`src/rtl/remote_cmd_sender.sv`:
```
// Initiator end of the 2-byte command link: sends cmd high byte then low byte over
// an embedded 8N1 UART, then waits (bounded by TIMEOUT_CYC) for one response byte.
module remote_cmd_sender #(
  parameter logic [23:0] TIMEOUT_CYC = 24'd5_000_000,
  parameter int          BAUD_DIV    = 434
) (
  input  logic        clk,
  input  logic        rst_n,
  input  logic        snd_cmd,
  input  logic [15:0] cmd,
  input  logic        clr_resp_rdy,
  input  logic        RX,
  output logic        TX,
  output logic        busy,
  output logic        cmd_snt,
  output logic        resp_rdy,
  output logic [7:0]  resp,
  output logic        timeout,
  output logic [2:0]  dbg_state
);

  // Handshake: snd_cmd is a request qualified only in IDLE; busy is its inverse ready.
  typedef enum logic [2:0] {
    IDLE, SEND_HI, WAIT_HI, SEND_LO, WAIT_LO, WAIT_RESP
  } state_t;

  localparam logic [15:0] BAUD_LAST = 16'(BAUD_DIV - 1);
  localparam logic [15:0] BAUD_HALF = 16'(BAUD_DIV / 2 - 1);
  localparam logic [23:0] WAIT_LAST = TIMEOUT_CYC - 24'd1;

  state_t      state;
  logic [15:0] cmd_hold;
  logic [23:0] wait_cnt;

  logic        trmt, sel_hi, clr_rx_rdy;
  logic [7:0]  tx_data;

  logic        tx_busy, tx_done;
  logic [8:0]  tx_shift;
  logic [3:0]  tx_bits;
  logic [15:0] tx_baud;

  logic        rx_sync1, rx_sync2, rx_busy, rx_rdy;
  logic [3:0]  rx_bits;
  logic [15:0] rx_baud;
  logic [7:0]  rx_shift, rx_data;

  assign trmt       = (state == SEND_HI) || (state == SEND_LO);
  assign sel_hi     = (state == SEND_HI);
  assign tx_data    = sel_hi ? cmd_hold[15:8] : cmd_hold[7:0];
  assign clr_rx_rdy = rx_rdy && ((state == IDLE) || (state == WAIT_RESP));
  assign busy       = (state != IDLE);
  assign dbg_state  = state;

  always_ff @(posedge clk or negedge rst_n) begin
    if (!rst_n) begin
      state    <= IDLE;
      cmd_hold <= 16'h0000;
      wait_cnt <= 24'd0;
      cmd_snt  <= 1'b0;
      resp_rdy <= 1'b0;
      resp     <= 8'h00;
      timeout  <= 1'b0;
    end else begin
      timeout <= 1'b0;
      if (clr_resp_rdy) resp_rdy <= 1'b0;
      case (state)
        IDLE: begin
          if (snd_cmd) begin
            cmd_hold <= cmd;
            cmd_snt  <= 1'b0;
            resp_rdy <= 1'b0;
            state    <= SEND_HI;
          end
        end
        SEND_HI: state <= WAIT_HI;
        WAIT_HI: if (tx_done) state <= SEND_LO;
        SEND_LO: state <= WAIT_LO;
        WAIT_LO: begin
          if (tx_done) begin
            cmd_snt  <= 1'b1;
            wait_cnt <= 24'd0;
            state    <= WAIT_RESP;
          end
        end
        WAIT_RESP: begin
          // A byte already waiting in the receiver beats an expiring counter.
          if (rx_rdy) begin
            resp     <= rx_data;
            resp_rdy <= 1'b1;
            state    <= IDLE;
          end else if (wait_cnt == WAIT_LAST) begin
            timeout <= 1'b1;
            state   <= IDLE;
          end else begin
            wait_cnt <= wait_cnt + 24'd1;
          end
        end
        default: state <= IDLE;
      endcase
    end
  end

  // Transmitter: start bit, 8 data bits LSB first, stop bit; tx_done stays set until next trmt.
  always_ff @(posedge clk or negedge rst_n) begin
    if (!rst_n) begin
      TX       <= 1'b1;
      tx_busy  <= 1'b0;
      tx_done  <= 1'b0;
      tx_shift <= 9'h1FF;
      tx_bits  <= 4'd0;
      tx_baud  <= 16'd0;
    end else if (trmt) begin
      TX       <= 1'b0;
      tx_shift <= {1'b1, tx_data};
      tx_bits  <= 4'd0;
      tx_baud  <= 16'd0;
      tx_busy  <= 1'b1;
      tx_done  <= 1'b0;
    end else if (tx_busy) begin
      if (tx_baud == BAUD_LAST) begin
        tx_baud <= 16'd0;
        if (tx_bits == 4'd9) begin
          tx_busy <= 1'b0;
          tx_done <= 1'b1;
        end else begin
          TX       <= tx_shift[0];
          tx_shift <= {1'b1, tx_shift[8:1]};
          tx_bits  <= tx_bits + 4'd1;
        end
      end else begin
        tx_baud <= tx_baud + 16'd1;
      end
    end
  end

  // Receiver: the start bit is re-checked at its midpoint, later bits sampled a full period apart.
  always_ff @(posedge clk or negedge rst_n) begin
    if (!rst_n) begin
      rx_sync1 <= 1'b1;
      rx_sync2 <= 1'b1;
      rx_busy  <= 1'b0;
      rx_bits  <= 4'd0;
      rx_baud  <= 16'd0;
      rx_shift <= 8'h00;
      rx_data  <= 8'h00;
      rx_rdy   <= 1'b0;
    end else begin
      rx_sync1 <= RX;
      rx_sync2 <= rx_sync1;
      if (clr_rx_rdy) rx_rdy <= 1'b0;
      if (!rx_busy) begin
        if (!rx_sync2) begin
          rx_busy <= 1'b1;
          rx_baud <= 16'd0;
          rx_bits <= 4'd0;
        end
      end else if (rx_baud == ((rx_bits == 4'd0) ? BAUD_HALF : BAUD_LAST)) begin
        rx_baud <= 16'd0;
        if (rx_bits == 4'd0) begin
          if (rx_sync2) rx_busy <= 1'b0;
          else          rx_bits <= 4'd1;
        end else if (rx_bits == 4'd9) begin
          rx_busy <= 1'b0;
          if (rx_sync2) begin
            rx_data <= rx_shift;
            rx_rdy  <= 1'b1;
          end
        end else begin
          rx_shift <= {rx_sync2, rx_shift[7:1]};
          rx_bits  <= rx_bits + 4'd1;
        end
      end else begin
        rx_baud <= rx_baud + 16'd1;
      end
    end
  end

endmodule

```
`config.mk`:
```
export PLATFORM = sky130hd
export DESIGN_NAME = remote_cmd_sender
export DESIGN_NICKNAME = d
export VERILOG_FILES = /design/src/rtl/remote_cmd_sender.sv
export SDC_FILE = /design/constraint.sdc
export NUM_CORES = 1
export LEC_CHECK = 0
export BUFFER_PORTS_ARGS = -buffer_cell sky130_fd_sc_hd__clkbuf_2
export CORE_ASPECT_RATIO = 0.7
export CORE_MARGIN = 2
export CORE_UTILIZATION = 40
export CTS_BUF_LIST = sky130_fd_sc_hd__clkbuf_8 sky130_fd_sc_hd__clkbuf_16
export CTS_CLUSTER_DIAMETER = 50
export DETAILED_ROUTE_END_ITERATION = 16
export PLACE_DENSITY_LB_ADDON = 0.12
export SLEW_MARGIN = 20
export SYNTH_ARGS = -nofsm -noshare
export SYNTH_HDL_FRONTEND = slang
export SYNTH_SLANG_ARGS = --single-unit
```
`constraint.sdc`:
```
create_clock -name clk -period 3.25 [get_ports clk]
set_clock_uncertainty 0.05 [all_clocks]
set_input_delay 0.4875 -clock clk [delete_from_list [all_inputs] [get_ports clk]]
set_output_delay 0.4875 -clock clk [all_outputs]
set_load 0.03 [all_outputs]
```
# [After elaboration in Yosys (flattened, before gate mapping)]
# Index checks and enable logic that the tools add are counted.
[word_totals] mem_bits_rw=0 register_bits=126 output_inout_bits=16 mem_bits_ro=0 mem_count=0 latch_bits=0 input_bits=21 word_cells=135
[op_classes] shifts=0 reduce_logical=21 n_bitwise=2 n_eq_ne=21 n_mul=0 n_mux=65 div=0 n_addsub=5 order_cmp=0
[ops] cell="two-way mux 16 bit" count=6
[ops] cell="two-way mux 24 bit" count=3
[ops] cell="case mux 24 bit (2 select lines)" count=1
[ops] cell="two-way mux 9 bit" count=5
[ops] cell="two-way mux 4 bit" count=10
[ops] cell="adder 16 x 1 -> 16 bit, second input constant" count=2
[ops] cell="two-way mux 1 bit" count=31
[ops] cell="adder 24 x 1 -> 24 bit, second input constant" count=1
[ops] cell="== test 24 x 23 -> 1 bit, second input constant" count=1
[ops] cell="case mux 3 bit (6 select lines)" count=1
[ops] cell="== test 16 x 9 -> 1 bit" count=1
[ops] cell="== test 16 x 9 -> 1 bit, second input constant" count=1
[ops] cell="AND reduction 4 bit" count=4
[ops] cell="two-way mux 3 bit" count=5
[ops] cell="inequality test 2 bit, second input constant" count=6
[ops] cell="nonzero test 2 bit" count=5
[ops] cell="AND reduction 3 bit" count=3
[ops] cell="adder 4 x 1 -> 4 bit, second input constant" count=2
[ops] cell="== test 4 bit, second input constant" count=2
[ops] cell="two-way mux 8 bit" count=1
[ops] cell="== test 3 x 2 -> 1 bit, second input constant" count=2
[ops] cell="== test 3 bit, second input constant" count=2
[ops] cell="inequality test 3 bit, second input constant" count=2
[ops] cell="AND reduction 5 bit" count=1
[ops] cell="11 further kinds" count=16

# [Depth between registers and ports, before layout]
[depth] depth_word=9 depth_mapped=10 ltp_nobuf=7

# [Least setup slack after synthesis]
# Ideal clock, no wire load.
[synth_path] path_kind="register to register" from="register rx_bits[2]" to="register rx_data[0]" arrival_ns=2.449 slack_ns=0.626 path_stages_with_launch=8 required_time_ns=3.075 path_buffers=2 period_less_slack_ns=2.624 setup_time_ns=0.125 path_cell_list="dfrtp_1 or4b_1 or4b_1 buf_6 a211oi_2 and4b_1 buf_6 mux2_4"
[synth_via] elab_chain_len=4 elab_cells_between_ends=6 classes_between="eq/ne (2); mux (1); bitwise (1); reduce/logical (2)"
[synth_rtl] item="start: declaration" line_no="44" rtl="logic [3:0] rx_bits;"
[synth_rtl] item="start signal: assignment" line_no="171" rtl="rx_bits <= rx_bits + 4'd1;"
[synth_rtl] item="logical NOT 4 bit" line_no="158, 160"
[synth_rtl] item="two-way mux 9 bit" line_no="158" rtl="end else if (rx_baud == ((rx_bits == 4'd0) ? BAUD_HALF : BAUD_LAST)) begin"
[synth_rtl] item="== test 16 x 9 -> 1 bit" line_no="158"
[synth_rtl] item="AND reduction 5 bit (no source line) (*)"
[synth_rtl] item="end signal: assignment" line_no="166" rtl="rx_data <= rx_shift;"
[synth_rtl] item="end: declaration" line_no="46" rtl="logic [7:0] rx_shift, rx_data;"
# Every way passes the cells marked *; elsewhere a longest branch is shown, timed or not.
# A chain may end at the register's enable or synchronous reset.

# [Worst setup path after layout]
[layout_path] from="register rx_bits[2]" to="register rx_data[7]"
# The elaborated chain is that of the path after synthesis.

==> flow_summary_export.csv <==
group,metric,value,unit
clock_tree,tritoncts.num_buffers,17,
floorplanning,start_util,0.415,
critical_path,r2r_cells,6,
detailed_routing,detail_route.wirelength,13.3,mm
floorplanning,die_y,108,um
yosys,yosys_top_cell_by_area,"sky130_fd_sc_hd__dfrtp_1",
floorplanning,io_pins,37,
floorplanning,core,14900,um2
timing,final.min_clock_period,2.89,ns
critical_path,critical_path.n_buffers_inverters,1,
pwr,power_frac_clock,0.521,
timing,timing.final.max_slew_violations,0,
pwr,power_density,484,nW/um2
status,outcome,"finished with violations",
clock_tree,cts_root_buf,"sky130_fd_sc_hd__clkbuf_16",
layout,syn2layout_area_growth,15.7,%
clock_tree,cts_tree,"yes",
detailed_routing,drt_first_iter_violations,335,
placed_design,globalplace.congestion,0.845,
layout,nets,666,
yosys,synth_area_per_cell,10.4,um2
global_route,grt_overflow_total,0,
yosys,ys_types,60,
pwr,power.share.combinational,0.019,
yosys,yosys_top_cell_area_share,0.462,
critical_path,worstSetupStartpointType,"flop",
clock_tree,maximum_number_of_buffers_from_clock_root_to_sink,2,
critical_path,timing.setup.critical_path_class,"flop to flop",
timing,slew-limit-headroom,0.315,
yosys,synth.cells.most_frequent,"sky130_fd_sc_hd__dfrtp_1, sky130_fd_sc_hd__nand2_1, sky130_fd_sc_hd__nor2_1",
global_route,number_of_global_route_vias_before_repair,4372,
critical_path,cp_max_fo,9,
pwr,p_sw,709,uW
timing,timing.hold.ws,-0.00841,ns
clock_tree,ctsResizeCount,0,
critical_path,critical_path.most_common_cell,"sky130_fd_sc_hd__or4b_1",
placed_design,pre_cts_slack,0.380,ns
critical_path,reg2reg_setup_slack,0.36,ns
global_route,initial_antenna_violation_count,0,
clock_tree,worst_setup_hold_path_clk_slew,0.05,ns
floorplanning,dieArea,16500,um2
timing,finalWorstSetupSlack,0.358,ns
timing,setup_viol,0,
pwr,p_int,2750,uW
critical_path,timing.critical_path.max_delay_family,"simple AND/OR/NAND/NOR gates",
layout,nFillCells,1360,
yosys,synthArstFlopShare,1.00,
floorplanning,num_rows,37,
global_route,pin_count_of_the_biggest_net_entering_global_routing,89,
yosys,synthesis.area,6180,um2
global_route,wire_length_of_the_first_global_routing_pass,22.6,mm
detailed_routing,route.detailed.wl_per_inst,15.7,um
critical_path,reg2reg_to,"rx_data[7]",
status,violations,"negative hold slack",
pwr,switching_part_of_the_total_power,0.205,
critical_path,arrival,3.13,ns
critical_path,end_kind,"flop",
detailed_routing,post_route_ant_nets,0,
yosys,yosys_register_bits,125,
layout,share_of_final_layout_standard_cells_stronger_than_drive_strength_1,0.217,
timing,hold_violations,7,
layout,register_area,3140,um2
global_route,grt_util_overall,0.172,
pwr,cellLeakagePower,0.00329,uW
yosys,syn_inst,596,
floorplanning,die_w,153,um
detailed_routing,dr_vias,4624,
layout,multi_input_gate_area_in_the_final_layout,2860,um2
critical_path,crit-reg2reg-launch,"rx_bits[2]",
critical_path,cp_slowest_cell,"sky130_fd_sc_hd__or4b_1",
min_path,worstHoldPathType,"input pin to async pin",
yosys,synth_area_leaders,"sky130_fd_sc_hd__dfrtp_1, sky130_fd_sc_hd__mux2_2, sky130_fd_sc_hd__dfstp_2, sky130_fd_sc_hd__nand2_1, sky130_fd_sc_hd__a21oi_1",
run,cap_violations,0,
yosys,warnings_synthesis,0,
timing,grt_setup_unrepaired,"no",
detailed_routing,detail_route.drc_violations,0,
detailed_routing,drt-vias-per-instance,5.48,
clock_tree,post-cts-setup-buffer-count,0,
detailed_routing,drt_first_pass_iters,5,
critical_path,cp.required,3.49,ns
yosys,synthesized_netlist_net_count,626,
pwr,peakVddDrop,0.285,mV
placed_design,placement.io_buffers,36,
placed_design,dpl.hpwl,8.97,mm
yosys,synth_enable_flop_cells,0,
yosys,synthMostInstantiatedCell,"sky130_fd_sc_hd__dfrtp_1",
pwr,power_frac_seq,0.459,
clock_tree,worst_skew_pair.late_latency,0.41,ns
yosys,synth-seq-area-share,0.508,
clock_tree,clock_sinks,125,
timing,final_setup_tns,0,ns
timing,post-route-period-util,0.890,
clock_tree,postCtsHoldBufs,0,
timing,maxClockFrequency,0.346,GHz
critical_path,crit_chain,"or4b_1 -> or4b_1 -> a211oi_2 -> and4b_1 -> buf_4 -> mux2_4",
clock_tree,cts_htree_levels,4,
critical_path,crit_path_max_incr_delay,0.66,ns
timing,worstMarginPinSlew,1.02,ns
layout,insertedDiodeCount,0,
yosys,synth_flop_cell,"sky130_fd_sc_hd__dfrtp_1",
layout,postLayoutCoreUtil,0.479,
## worst max path at each step
| stage | startpoint | cells past startpoint | to | slack (ns) |
|---|---|---|---|---|
| after global routing | rx_bits[2] | 5 | rx_bits[3] | 0.18 |
| after global placement | rx_bits[2] | 6 | rx_data[5] | 0.44 |
| after detailed placement | rx_baud[8] | 6 | rx_data[1] | 0.38 |
| after floorplan | rx_bits[2] | 7 | rx_data[0] | 0.63 |
| final | rx_bits[2] | 6 | rx_data[7] | 0.36 |
| after CTS | rx_bits[2] | 6 | rx_data[2] | 0.36 |
## layout by cell type (no fill, tap or decap), types with 6 or more instances in the layout
master	instances
sky130_fd_sc_hd__clkbuf_2	35
sky130_fd_sc_hd__mux2_2	33
sky130_fd_sc_hd__nand3_1	26
sky130_fd_sc_hd__a21oi_1	37
sky130_fd_sc_hd__and3_1	7
sky130_fd_sc_hd__clkinv_2	6
sky130_fd_sc_hd__nor3_1	14
sky130_fd_sc_hd__o21ai_0	33
sky130_fd_sc_hd__xor2_1	14
sky130_fd_sc_hd__clkbuf_16	17
sky130_fd_sc_hd__nor4_1	10
sky130_fd_sc_hd__ha_1	9
sky130_fd_sc_hd__or3_1	6
sky130_fd_sc_hd__buf_4	11
sky130_fd_sc_hd__nand4_1	15
sky130_fd_sc_hd__xnor2_1	11
sky130_fd_sc_hd__a31oi_1	13
sky130_fd_sc_hd__mux2i_1	12
sky130_fd_sc_hd__nand2_1	50
sky130_fd_sc_hd__nor2_1	48
sky130_fd_sc_hd__dfstp_2	11
sky130_fd_sc_hd__mux2_4	8
sky130_fd_sc_hd__dfrtp_1	114
sky130_fd_sc_hd__inv_1	21
## through the flow
| stage | cells | area [um2] | total power, uW |
|---|---|---|---|
| 2_1_floorplan | 596 | 6180 | 1630 |
| 3_3_place_gp | 812 | 6590 | 1680 |
| 3_5_place_dp | 812 | 6590 | 1690 |
| 4_1_cts | 844 | 7150 | 3500 |
| 5_1_grt | 844 | 7150 | 3600 |
| 6_report | 844 | 7150 | 3460 |
## metal layers
metal	up-vias	wire length (um)	GRT usage
met5	-	0	0
met4	0	139	0.0496
met3	13	623	0.0489
met2	116	5550	0.241
met1	2249	6940	0.258
li1	2246	-	-
## sequential cells by signal, indices dropped and copies added (netlist names), 3 cells and up
register and count:
rx_baud 16, rx_data 8, rx_shift 8, tx_baud 16, cmd_hold 16, tx_bits 4, tx_shift 8, dbg_state 3
resp 8, wait_cnt 24, rx_bits 4
## power groups by stage
stage                     Combinational (uW)  Sequential, uW  Clock [uW]
after floorplan                         19.0            1610           0
after global placement                  69.0            1610           0
after detailed placement                71.1            1610           0
after CTS                               71.0            1590        1850
after global routing                    79.3            1590        1930
final                                   67.2            1590        1800
## final cells by class
cell class	instances	share of cell area
clock buffers	19	0.0634
well taps	195	0.0341
clock inverters	13	0.0152
flip-flops and latches	125	0.440
repair buffers	47	0.0389
inverters	17	0.00893
multi-input cells	428	0.400
## cells by family after synthesis
family	Yosys count	share of synthesized area
simple gates	222	0.187
flops	125	0.508
compound gates	119	0.121
mux	53	0.0990
buf+inv	43	0.0302
xor+xnor	25	0.0354
fa+ha+maj	9	0.0182
Note: power is estimated with default switching activity, not from simulation.
